--- src/rtl/fir_pkg.sv ---
`default_nettype none
// ============================================================================
// fir_pkg - state encoding and sizing helpers shared by the FIR tap sequencer
// Revision: 1.0
// ============================================================================
package fir_pkg;

    localparam int STATE_W = 2;

    localparam logic [STATE_W-1:0] ST_LOAD = 2'd0;
    localparam logic [STATE_W-1:0] ST_IDLE = 2'd1;
    localparam logic [STATE_W-1:0] ST_MAC  = 2'd2;
    localparam logic [STATE_W-1:0] ST_DONE = 2'd3;

    // Tap/coefficient index width; a single-tap filter still needs one bit.
    function automatic int tap_idx_w(input int n_taps);
        return (n_taps > 1) ? $clog2(n_taps) : 1;
    endfunction

    function automatic int sat_hi(input int bw_out);
        return (1 << (bw_out - 1)) - 1;
    endfunction

    function automatic int sat_lo(input int bw_out);
        return -(1 << (bw_out - 1));
    endfunction

endpackage
`default_nettype wire

--- src/rtl/fir_sm_multiplier.sv ---
`default_nettype none
// ============================================================================
// fir_sm_multiplier - combinational sign-magnitude signed multiplier
// Revision: 1.0
// ============================================================================
module fir_sm_multiplier #(
    parameter int BW_in      = 6,
    parameter int BW_product = 12
) (
    input  logic signed [BW_in-1:0]      a,
    input  logic signed [BW_in-1:0]      b,
    output logic signed [BW_product-1:0] p
);

    logic [BW_in-1:0]      mag_a;
    logic [BW_in-1:0]      mag_b;
    logic [BW_product-1:0] mag_p;
    logic                  neg;

    // The most negative input maps to its unsigned magnitude (e.g. -32 -> 32).
    assign mag_a = a[BW_in-1] ? BW_in'(-a) : BW_in'(a);
    assign mag_b = b[BW_in-1] ? BW_in'(-b) : BW_in'(b);
    assign mag_p = BW_product'(mag_a) * BW_product'(mag_b);
    assign neg   = a[BW_in-1] ^ b[BW_in-1];
    assign p     = neg ? (~mag_p + BW_product'(1)) : mag_p;

endmodule
`default_nettype wire

--- src/rtl/fir_tap_sequencer.sv ---
`default_nettype none
// ============================================================================
// fir_tap_sequencer - coefficient load, delay line and serial MAC sequencing
// Revision: 1.0
// ============================================================================
module fir_tap_sequencer
    import fir_pkg::*;
#(
    parameter int N_TAPS     = 4,
    parameter int BW_in      = 6,
    parameter int BW_product = 12,
    parameter int BW_acc     = 14,
    parameter int BW_out     = 8
) (
    input  logic                     clk,
    input  logic                     reset_n,
    input  logic                     load_start,
    input  logic                     in_valid,
    output logic                     in_ready,
    input  logic signed [BW_in-1:0]  x_in,
    output logic signed [BW_out-1:0] y_out,
    output logic                     out_valid,
    output logic                     busy
);

    localparam int                       TAP_W    = tap_idx_w(N_TAPS);
    localparam logic [TAP_W-1:0]         LAST_TAP = TAP_W'(N_TAPS - 1);
    localparam logic signed [BW_acc-1:0] ACC_HI   = BW_acc'(sat_hi(BW_out));
    localparam logic signed [BW_acc-1:0] ACC_LO   = BW_acc'(sat_lo(BW_out));

    logic [STATE_W-1:0]        state;
    logic [STATE_W-1:0]        state_nxt;
    logic [TAP_W-1:0]          idx;
    logic signed [BW_in-1:0]   coef [N_TAPS];
    logic signed [BW_in-1:0]   dly  [N_TAPS];
    logic signed [BW_acc-1:0]  acc;
    logic signed [BW_product-1:0] prod;
    logic signed [BW_acc-1:0]  prod_ext;
    logic signed [BW_acc-1:0]  acc_sum;
    logic signed [BW_out-1:0]  sat_val;
    logic                      xfer;
    logic                      last;

    assign xfer = in_valid & in_ready;
    assign last = (idx == LAST_TAP);

    fir_sm_multiplier #(
        .BW_in      (BW_in),
        .BW_product (BW_product)
    ) u_mul (
        .a (dly[idx]),
        .b (coef[idx]),
        .p (prod)
    );

    assign prod_ext = BW_acc'(prod);
    assign acc_sum  = acc + prod_ext;

    always_comb begin
        sat_val = acc_sum[BW_out-1:0];
        if (acc_sum > ACC_HI) begin
            sat_val = ACC_HI[BW_out-1:0];
        end else if (acc_sum < ACC_LO) begin
            sat_val = ACC_LO[BW_out-1:0];
        end
    end

    always_ff @(posedge clk or negedge reset_n) begin
        if (!reset_n) begin
            state <= ST_LOAD;
        end else begin
            state <= state_nxt;
        end
    end

    always_comb begin
        state_nxt = state;
        case (state)
            ST_LOAD: if (xfer && last) state_nxt = ST_IDLE;
            ST_IDLE: begin
                if (load_start)  state_nxt = ST_LOAD;
                else if (xfer)   state_nxt = ST_MAC;
            end
            ST_MAC:  if (last) state_nxt = ST_DONE;
            default: state_nxt = ST_IDLE;
        endcase
    end

    always_comb begin
        in_ready  = 1'b0;
        out_valid = 1'b0;
        busy      = 1'b0;
        case (state)
            ST_LOAD: in_ready  = 1'b1;
            ST_IDLE: in_ready  = ~load_start;
            ST_MAC:  busy      = 1'b1;
            default: begin
                out_valid = 1'b1;
                busy      = 1'b1;
            end
        endcase
    end

    // idx serves as the coefficient write pointer in LOAD and the tap pointer in MAC.
    always_ff @(posedge clk or negedge reset_n) begin
        if (!reset_n) begin
            idx   <= '0;
            acc   <= '0;
            y_out <= '0;
            for (int k = 0; k < N_TAPS; k++) begin
                coef[k] <= '0;
                dly[k]  <= '0;
            end
        end else begin
            case (state)
                ST_LOAD: begin
                    if (xfer) begin
                        coef[idx] <= x_in;
                        idx       <= last ? '0 : idx + TAP_W'(1);
                    end
                end
                ST_IDLE: begin
                    if (load_start) begin
                        idx <= '0;
                        for (int k = 0; k < N_TAPS; k++) begin
                            dly[k] <= '0;
                        end
                    end else if (xfer) begin
                        dly[0] <= x_in;
                        for (int k = 1; k < N_TAPS; k++) begin
                            dly[k] <= dly[k-1];
                        end
                        idx <= '0;
                        acc <= '0;
                    end
                end
                ST_MAC: begin
                    acc <= acc_sum;
                    idx <= last ? '0 : idx + TAP_W'(1);
                    if (last) begin
                        y_out <= sat_val;
                    end
                end
                default: ;
            endcase
        end
    end

endmodule
`default_nettype wire
--- config.mk ---
export PLATFORM = sky130hd
export DESIGN_NAME = fir_tap_sequencer
export DESIGN_NICKNAME = d
export VERILOG_FILES = /design/src/rtl/fir_pkg.sv /design/src/rtl/fir_sm_multiplier.sv /design/src/rtl/fir_tap_sequencer.sv
export SDC_FILE = /design/constraint.sdc
export NUM_CORES = 1
export LEC_CHECK = 0
export ABC_AREA = 1
export BUFFER_PORTS_ARGS = -buffer_cell sky130_fd_sc_hd__buf_2
export CAP_MARGIN = 20
export CORE_MARGIN = 2
export CORE_UTILIZATION = 35
export CTS_CLUSTER_SIZE = 25
export DETAILED_ROUTE_END_ITERATION = 10
export SYNTH_ARGS = -nofsm -noshare
export SYNTH_HDL_FRONTEND = slang
export SYNTH_SLANG_ARGS = --single-unit
export TNS_END_PERCENT = 10
--- constraint.sdc ---
create_clock -name clk -period 6.32 [get_ports clk]
set_clock_uncertainty 0.05 [all_clocks]
set_input_delay 0.632 -clock clk [delete_from_list [all_inputs] [get_ports clk]]
set_output_delay 0.632 -clock clk [all_outputs]
set_load 0.01 [all_outputs]
==> flow_metrics.env, run 1 <==
export IMPL_holdBufCountCts=0
export IMPL_via_per_inst=4.81
export IMPL_crit_path_start="idx[0]"
export IMPL_setup_violations_final=8
export IMPL_async_reset_ff_share_pct=100
export IMPL_synthTopCellsByArea="dfrtp_1 33%, nand2_1 11%, ha_1 9.9%, inv_1 7.9%, fa_1 6.3%"
export IMPL_use_met3_pct=2.51
export IMPL_synth_area_um2=5690
export IMPL_avgSynthCellArea_um2=7.68
export IMPL_status="finished, violations left"
export IMPL_cts_reportedPaths_clkPinSlew_ps=60
export IMPL_synth_top_cell_area_share_pct=32.6
export IMPL_r2r_slack_ps=-90
export IMPL_synth_compound_area_share_pct=13.0
export IMPL_r2r_start="idx[0]"
export IMPL_io_buffers=20
export IMPL_cts_buffers_inserted=9
export IMPL_rsz0062_at_grt="true"
export IMPL_r2r_end="y_out[5]"
export IMPL_instances_no_fill=1089
export IMPL_worstSetupPathType="flop to flop"
export IMPL_core_area_um2=15900
export IMPL_cts_tree="yes"
export IMPL_period_share_pct=101
export IMPL_rows=46
export IMPL_clk_latency_ps=340
export IMPL_synth_top_flop_cell="dfrtp_1"
export IMPL_firstDrtPassIters=4
export IMPL_synthSimpleGateAreaFrac_pct=23.5
export IMPL_drtAntennaViolNets=0
export IMPL_drv_slew=0
export IMPL_maxSlewHeadroom_pct=35.9
export IMPL_yosysMostFrequentCell="nand2_1"
export IMPL_critPathCaptureType="flop"
export IMPL_fp_dieH_um=131
export IMPL_max_freq_mhz=156
export IMPL_worst_pin_slew_ps=962
export IMPL_layout_drive_gt1_share_pct=33.0
export IMPL_ctsLongestPathBuffers=2
export IMPL_dieArea_um2=17300
export IMPL_final_area_um2=7820
export IMPL_netlist_instances=741
export IMPL_start_kind="flop"
export IMPL_muxShareOfSynthArea_pct=0
export IMPL_grtUsageTotal_pct=17.6
export IMPL_crit_top_cell="nand2_2"
export IMPL_antennaDiodeCount=0
export IMPL_dpl_cell_count=1048
export IMPL_min_period_ps=6410
export IMPL_violations="negative setup slack"
export IMPL_grt_pass1_vias=5356
export IMPL_dpl_cell_area_um2=6710
export IMPL_initial_core_util_pct=35.8
export IMPL_hold_violations=0
export IMPL_grt_pass1_wl_um=25300
export IMPL_htree_levels=3
export IMPL_maxCapViolations=0
export IMPL_netlist_top_cells_count="174 x nand2_1, 119 x inv_1, 74 x dfrtp_1, 53 x o21ai_0"
export IMPL_synth_xor_area_share_pct=4.49
export IMPL_worstPathRequired_ps=6500
export IMPL_route_vias_total=5237
export IMPL_synth_fp_nets=814
export IMPL_cp_max_fo=7
export IMPL_synth_top_family_by_area="simple AND/OR/NAND/NOR gates"
export IMPL_syn2layout_area_growth_pct=37.5
export IMPL_die_w_um=131
export IMPL_worst_path_largest_cell_delay_ps=520
export IMPL_use_met1_pct=23.4
export IMPL_yosysTopAreaCell="dfrtp_1"
export IMPL_yosys_warnings=0
export IMPL_route_detailed_drc=0
export IMPL_routedWlPerCell_um=13.3
export IMPL_grt_max_degree=75
export IMPL_crit_slowest_cell="fa_1"
export IMPL_postRouteWirelength_um=14400
export IMPL_synth_seq_cells=74
export IMPL_final_nets=941
export IMPL_synth_edf_count=0
export IMPL_final_setup_tns_ps=-541
export IMPL_synth_fa_ha_area_share_pct=16.2
export IMPL_place_congestion=0.847
export IMPL_synthDistinctLibCells=39
export IMPL_gr_total_overflow=0
export IMPL_clkSinkCount=74
export IMPL_antenna_found_initial=0
export IMPL_cp_arrival_ps=6590
export IMPL_cts_root_buf="clkbuf_16"
export IMPL_seq_area_frac_synth_pct=32.6
export IMPL_rr_worst_depth=40
export IMPL_fillCellCount=1533
export IMPL_ios=21
export IMPL_hold_path_class="input port to asynchronous set/reset pin"
export IMPL_gr_usage_met2_pct=29.4
export IMPL_hpwl_um=10200
export IMPL_initialDrtViolationCount=241
export IMPL_grt_busiest_layer="met2"
export IMPL_finalWorstSetupSlack_ps=-91.0
worst max path at each step:
| stage | end | slack, ps | cells past startpoint |
|---|---|---|---|
| 2_1_floorplan | y_out[2] | 10 | 40 |
| 3_3_place_gp | y_out[0] | -480 | 36 |
| 3_5_place_dp | y_out[4] | -540 | 36 |
| 4_1_cts | y_out[5] | -9 | 37 |
| 5_1_grt | y_out[5] | -450 | 42 |
| 6_report | y_out[5] | -90 | 40 |
repair_timing:
action / in CTS / in global routing
setup buffers: 22 / 0
cloned: 3 / 0
gates resized for setup: 120 / 10
pin swaps: 76 / 13
endpoints found under the setup margin: 11 / 11
cells by family after synthesis:
group,Yosys count
AOI/OAI and AO/OA,129
xor gates and xnor gates,27
adders and majority gates,63
buffers and inverters,143
DFF,74
and+or+nand+nor,305
cell usage in the layout (no fill, tap or decap), types with 6 or more instances in the layout:
| master | count |
|---|---|
| a21oi_1 | 19 |
| ha_4 | 10 |
| o21ai_0 | 44 |
| buf_4 | 105 |
| nand4_1 | 6 |
| nor2_2 | 6 |
| nand2_2 | 29 |
| inv_1 | 108 |
| nand3_1 | 35 |
| nand3_2 | 14 |
| nor2_1 | 36 |
| a21oi_2 | 11 |
| clkbuf_16 | 9 |
| o21ai_2 | 7 |
| o22ai_1 | 25 |
| fa_1 | 17 |
| inv_2 | 12 |
| buf_2 | 19 |
| xor2_1 | 11 |
| nand2_1 | 153 |
| dfrtp_1 | 73 |
| ha_1 | 33 |
registers in the layout, summed over array words and instances (netlist names):
| name | cells |
|---|---|
| state | 2 |
| acc | 14 |
| y_out | 8 |
| coef | 24 |
| idx | 2 |
| dly | 24 |
routing by layer:
metal,vias up,part of all wire [%],wire (µm)
li1,2646,-,-
met1,2495,48,6930
met2,74,47,6860
met3,22,2.6,371
met4,0,2.0,287
met5,-,0,0
metrics by stage:
step                      hold slack [ps]  setup WS, ps  utilization, %
after global routing                  460          -451            49.2
after global placement                412          -479            42.2
after detailed placement              412          -535            42.2
after CTS                             429         -9.10            49.0
final                                 366         -91.0            49.2
after floorplan                       286          13.2               -
worst max-delay path: cells and delay by family (launching register included):
family / cells / cell delay [ps]
compound gates: 6 / 830
buf+inv: 10 / 980
simple gates: 17 / 1610
fa+ha+maj: 6 / 2220
xor+xnor: 1 / 150
flops: 1 / 470
layout make-up:
type                            count  area (µm²)  area share (%)
Sequential cell                    74        1850            23.7
Inverter                          123         472            6.03
Multi-Input combinational cell    524        3820            48.9
Timing Repair Buffer              136        1100            14.1
Clock buffer                        9         225            2.88
Clock inverter                      7        76.3           0.976
Tap cell                          216         270            3.46
Power of run 1 is left out: the tool's default activity adds up to more than one toggle a clock period on the data nets, which glitch-free logic cannot reach.
==> run 2, diff against run 1 <==
--- a/config.mk
+++ b/config.mk
@@ -14,5 +14,6 @@
 export DETAILED_ROUTE_END_ITERATION = 10
 export SYNTH_ARGS = -nofsm -noshare
 export SYNTH_HDL_FRONTEND = slang
+export SYNTH_HIERARCHICAL = 1
 export SYNTH_SLANG_ARGS = --single-unit
 export TNS_END_PERCENT = 10
==> run 2 against run 1 <==
The run now ends clean. Via count up 7.6%. Final cell count is 8.6% higher. Count of clock-buffer cells in the layout is 2 higher. Global-route usage down 0.62 points. Flip-flop and latch count unchanged. Area after synthesis increased by 3.5%. Critical endpoint is now y_out[3].
==> flow_metrics.env, run 2 <==
export IMPL_seq_area_frac_synth_pct=31.5
export IMPL_holdBufCountCts=0
export IMPL_worstSetupPathType="flop to flop"
export IMPL_instances_no_fill=1183
export IMPL_final_nets=1031
export IMPL_cp_max_fo=7
export IMPL_antenna_found_initial=0
export IMPL_min_period_ps=6270
export IMPL_grtUsageTotal_pct=17.0
export IMPL_status="finished clean"
export IMPL_maxCapViolations=0
export IMPL_fillCellCount=1629
export IMPL_initial_core_util_pct=35.6
export IMPL_via_per_inst=4.76
export IMPL_worstPathRequired_ps=6500
export IMPL_io_buffers=20
export IMPL_firstDrtPassIters=5
export IMPL_grt_pass1_wl_um=24900
export IMPL_clk_latency_ps=340
export IMPL_start_kind="flop"
export IMPL_maxSlewHeadroom_pct=36.5
export IMPL_route_detailed_drc=0
export IMPL_finalWorstSetupSlack_ps=51.3
export IMPL_route_vias_total=5634
export IMPL_postRouteWirelength_um=15000
export IMPL_cts_root_buf="clkbuf_16"
export IMPL_worst_path_largest_cell_delay_ps=540
export IMPL_cts_buffers_inserted=9
export IMPL_async_reset_ff_share_pct=100
export IMPL_dpl_cell_count=1121
export IMPL_final_cell_mix="177 x nand2_1, 127 x inv_1, 112 x buf_4"
export IMPL_place_ws_ps=-409
export IMPL_netlist_top_cells_count="200 x nand2_1, 144 x inv_1, 74 x dfrtp_1, 74 x nor2_1, 68 x o21ai_0"
export IMPL_crit_top_cell="nand2_2"
export IMPL_cts_tree="yes"
export IMPL_hpwl_um=10800
export IMPL_grt_max_degree=75
export IMPL_place_congestion=0.831
export IMPL_initialDrtViolationCount=303
export IMPL_synth_edf_count=0
export IMPL_period_share_pct=99.2
export IMPL_avgSynthCellArea_um2=7.15
export IMPL_hold_path_class="input port to asynchronous set/reset pin"
export IMPL_synthTopCellsByArea="dfrtp_1 31%, nand2_1 13%, ha_1 9.6%, inv_1 9.2%, fa_1 6.1%"
export IMPL_die_w_um=134
export IMPL_critPathCaptureType="flop"
export IMPL_top_regs="coef x24, dly x24, acc x14"
export IMPL_htree_levels=3
export IMPL_drtAntennaViolNets=0
export IMPL_yosysMostFrequentCell="nand2_1"
export IMPL_synth_area_um2=5890
export IMPL_setup_violations_final=0
export IMPL_synthDistinctLibCells=38
export IMPL_gr_total_overflow=0
export IMPL_yosys_warnings=6
export IMPL_fp_dieH_um=134
export IMPL_layout_drive_gt1_share_pct=29.8
export IMPL_synth_top_cell_area_share_pct=31.5
export IMPL_synth_seq_cells=74
export IMPL_yosysTopAreaCell="dfrtp_1"
export IMPL_cts_reportedPaths_clkPinSlew_ps=60
export IMPL_max_freq_mhz=160
export IMPL_synth_top_flop_cell="dfrtp_1"
export IMPL_crit_slowest_cell="fa_1"
export IMPL_drv_slew=0
export IMPL_clkSinkCount=74
export IMPL_routedWlPerCell_um=12.7
export IMPL_rsz0062_at_grt="true"
export IMPL_syn2layout_area_growth_pct=35.4
export IMPL_netlist_instances=823
export IMPL_grt_pass1_vias=5351
export IMPL_antennaDiodeCount=0
export IMPL_synth_fp_nets=896
export IMPL_dieArea_um2=17900
export IMPL_hold_violations=0
export IMPL_worst_pin_slew_ps=953
export IMPL_ios=21
export IMPL_core_area_um2=16500
export IMPL_cp_arrival_ps=6450
export IMPL_ctsLongestPathBuffers=2
export IMPL_final_common_cell="nand2_1"
export IMPL_rows=47
run 2: area by class of cell:
type	count	area [µm²]	share of cell area, %
Clock buffer	11	233	2.92
Clock inverter	5	63.8	0.801
Inverter	145	552	6.92
Multi-Input combinational cell	585	3900	49.0
Sequential cell	74	1850	23.2
Tap cell	220	275	3.45
Timing Repair Buffer	143	1090	13.7
run 2: path summary, 6_finish.rpt:
| check | slack (ps) | cells after the start | endpoint | startpoint |
|---|---|---|---|---|
| max | 50 | 38 | y_out[3] | idx[0] |
| min | 370 | 1 | y_out[5] | reset_n |
| max reg2reg | 50 | 38 | y_out[3] | idx[0] |
| min reg2reg | 430 | 2 | y_out[7] | y_out[7] |
| max in group asynchronous | 5160 | 1 | idx[0] | reset_n |
| min in group clk | 430 | 2 | y_out[7] | y_out[7] |
run 2: logic make-up after synthesis:
kind of cell | after synthesis | share of synthesized area [%]
AND/OR/NAND/NOR | 355 | 25.5
buffers and inverters | 164 | 10.6
AO/OA/AOI/OAI | 150 | 14.2
flip-flops | 74 | 31.5
adder cells (fa/ha/maj) | 63 | 15.7
XOR/XNOR | 17 | 2.53
run 2: worst max-delay path: cells and delay by family, from the launching register on:
family                   cells  cell delay (ps)
XOR/XNOR                     1              180
AND/OR/NAND/NOR             18             2040
AO/OA/AOI/OAI                5              670
flip-flops                   1              450
adder cells (fa/ha/maj)      6             2030
buffers and inverters        8              760
run 2: per-layer routing:
layer / vias up / share of wire [%] / GRT usage (%)
met1: 2644 / 48 / 22.4
met3: 15 / 2.4 / 2.89
met5: - / 0 / 0
met4: 0 / 1.1 / 4.02
met2: 69 / 49 / 29.1
li1: 2906 / - / -
run 2: repair_timing:
action                     in CTS  in global routing
buffers inserted               10                 34
cloned                          0                  2
resized for setup              45                104
pin swaps                      27                 70
setup endpoints to repair      11                 15
run 2: through the flow:
stage / util [%] / hold slack (ps) / TNS, ps / instance area, µm²
global route: 48.2 / 469 / -2410 / 7970
CTS: 44.3 / 426 / 0 / 7320
finish: 48.2 / 374 / 0 / 7970
global placement: 40.9 / 413 / -1820 / 6760
floorplan: - / 286 / 0 / 5890
detailed placement: 40.9 / 421 / -3010 / 6760
Power of run 2 is left out for the same reason.
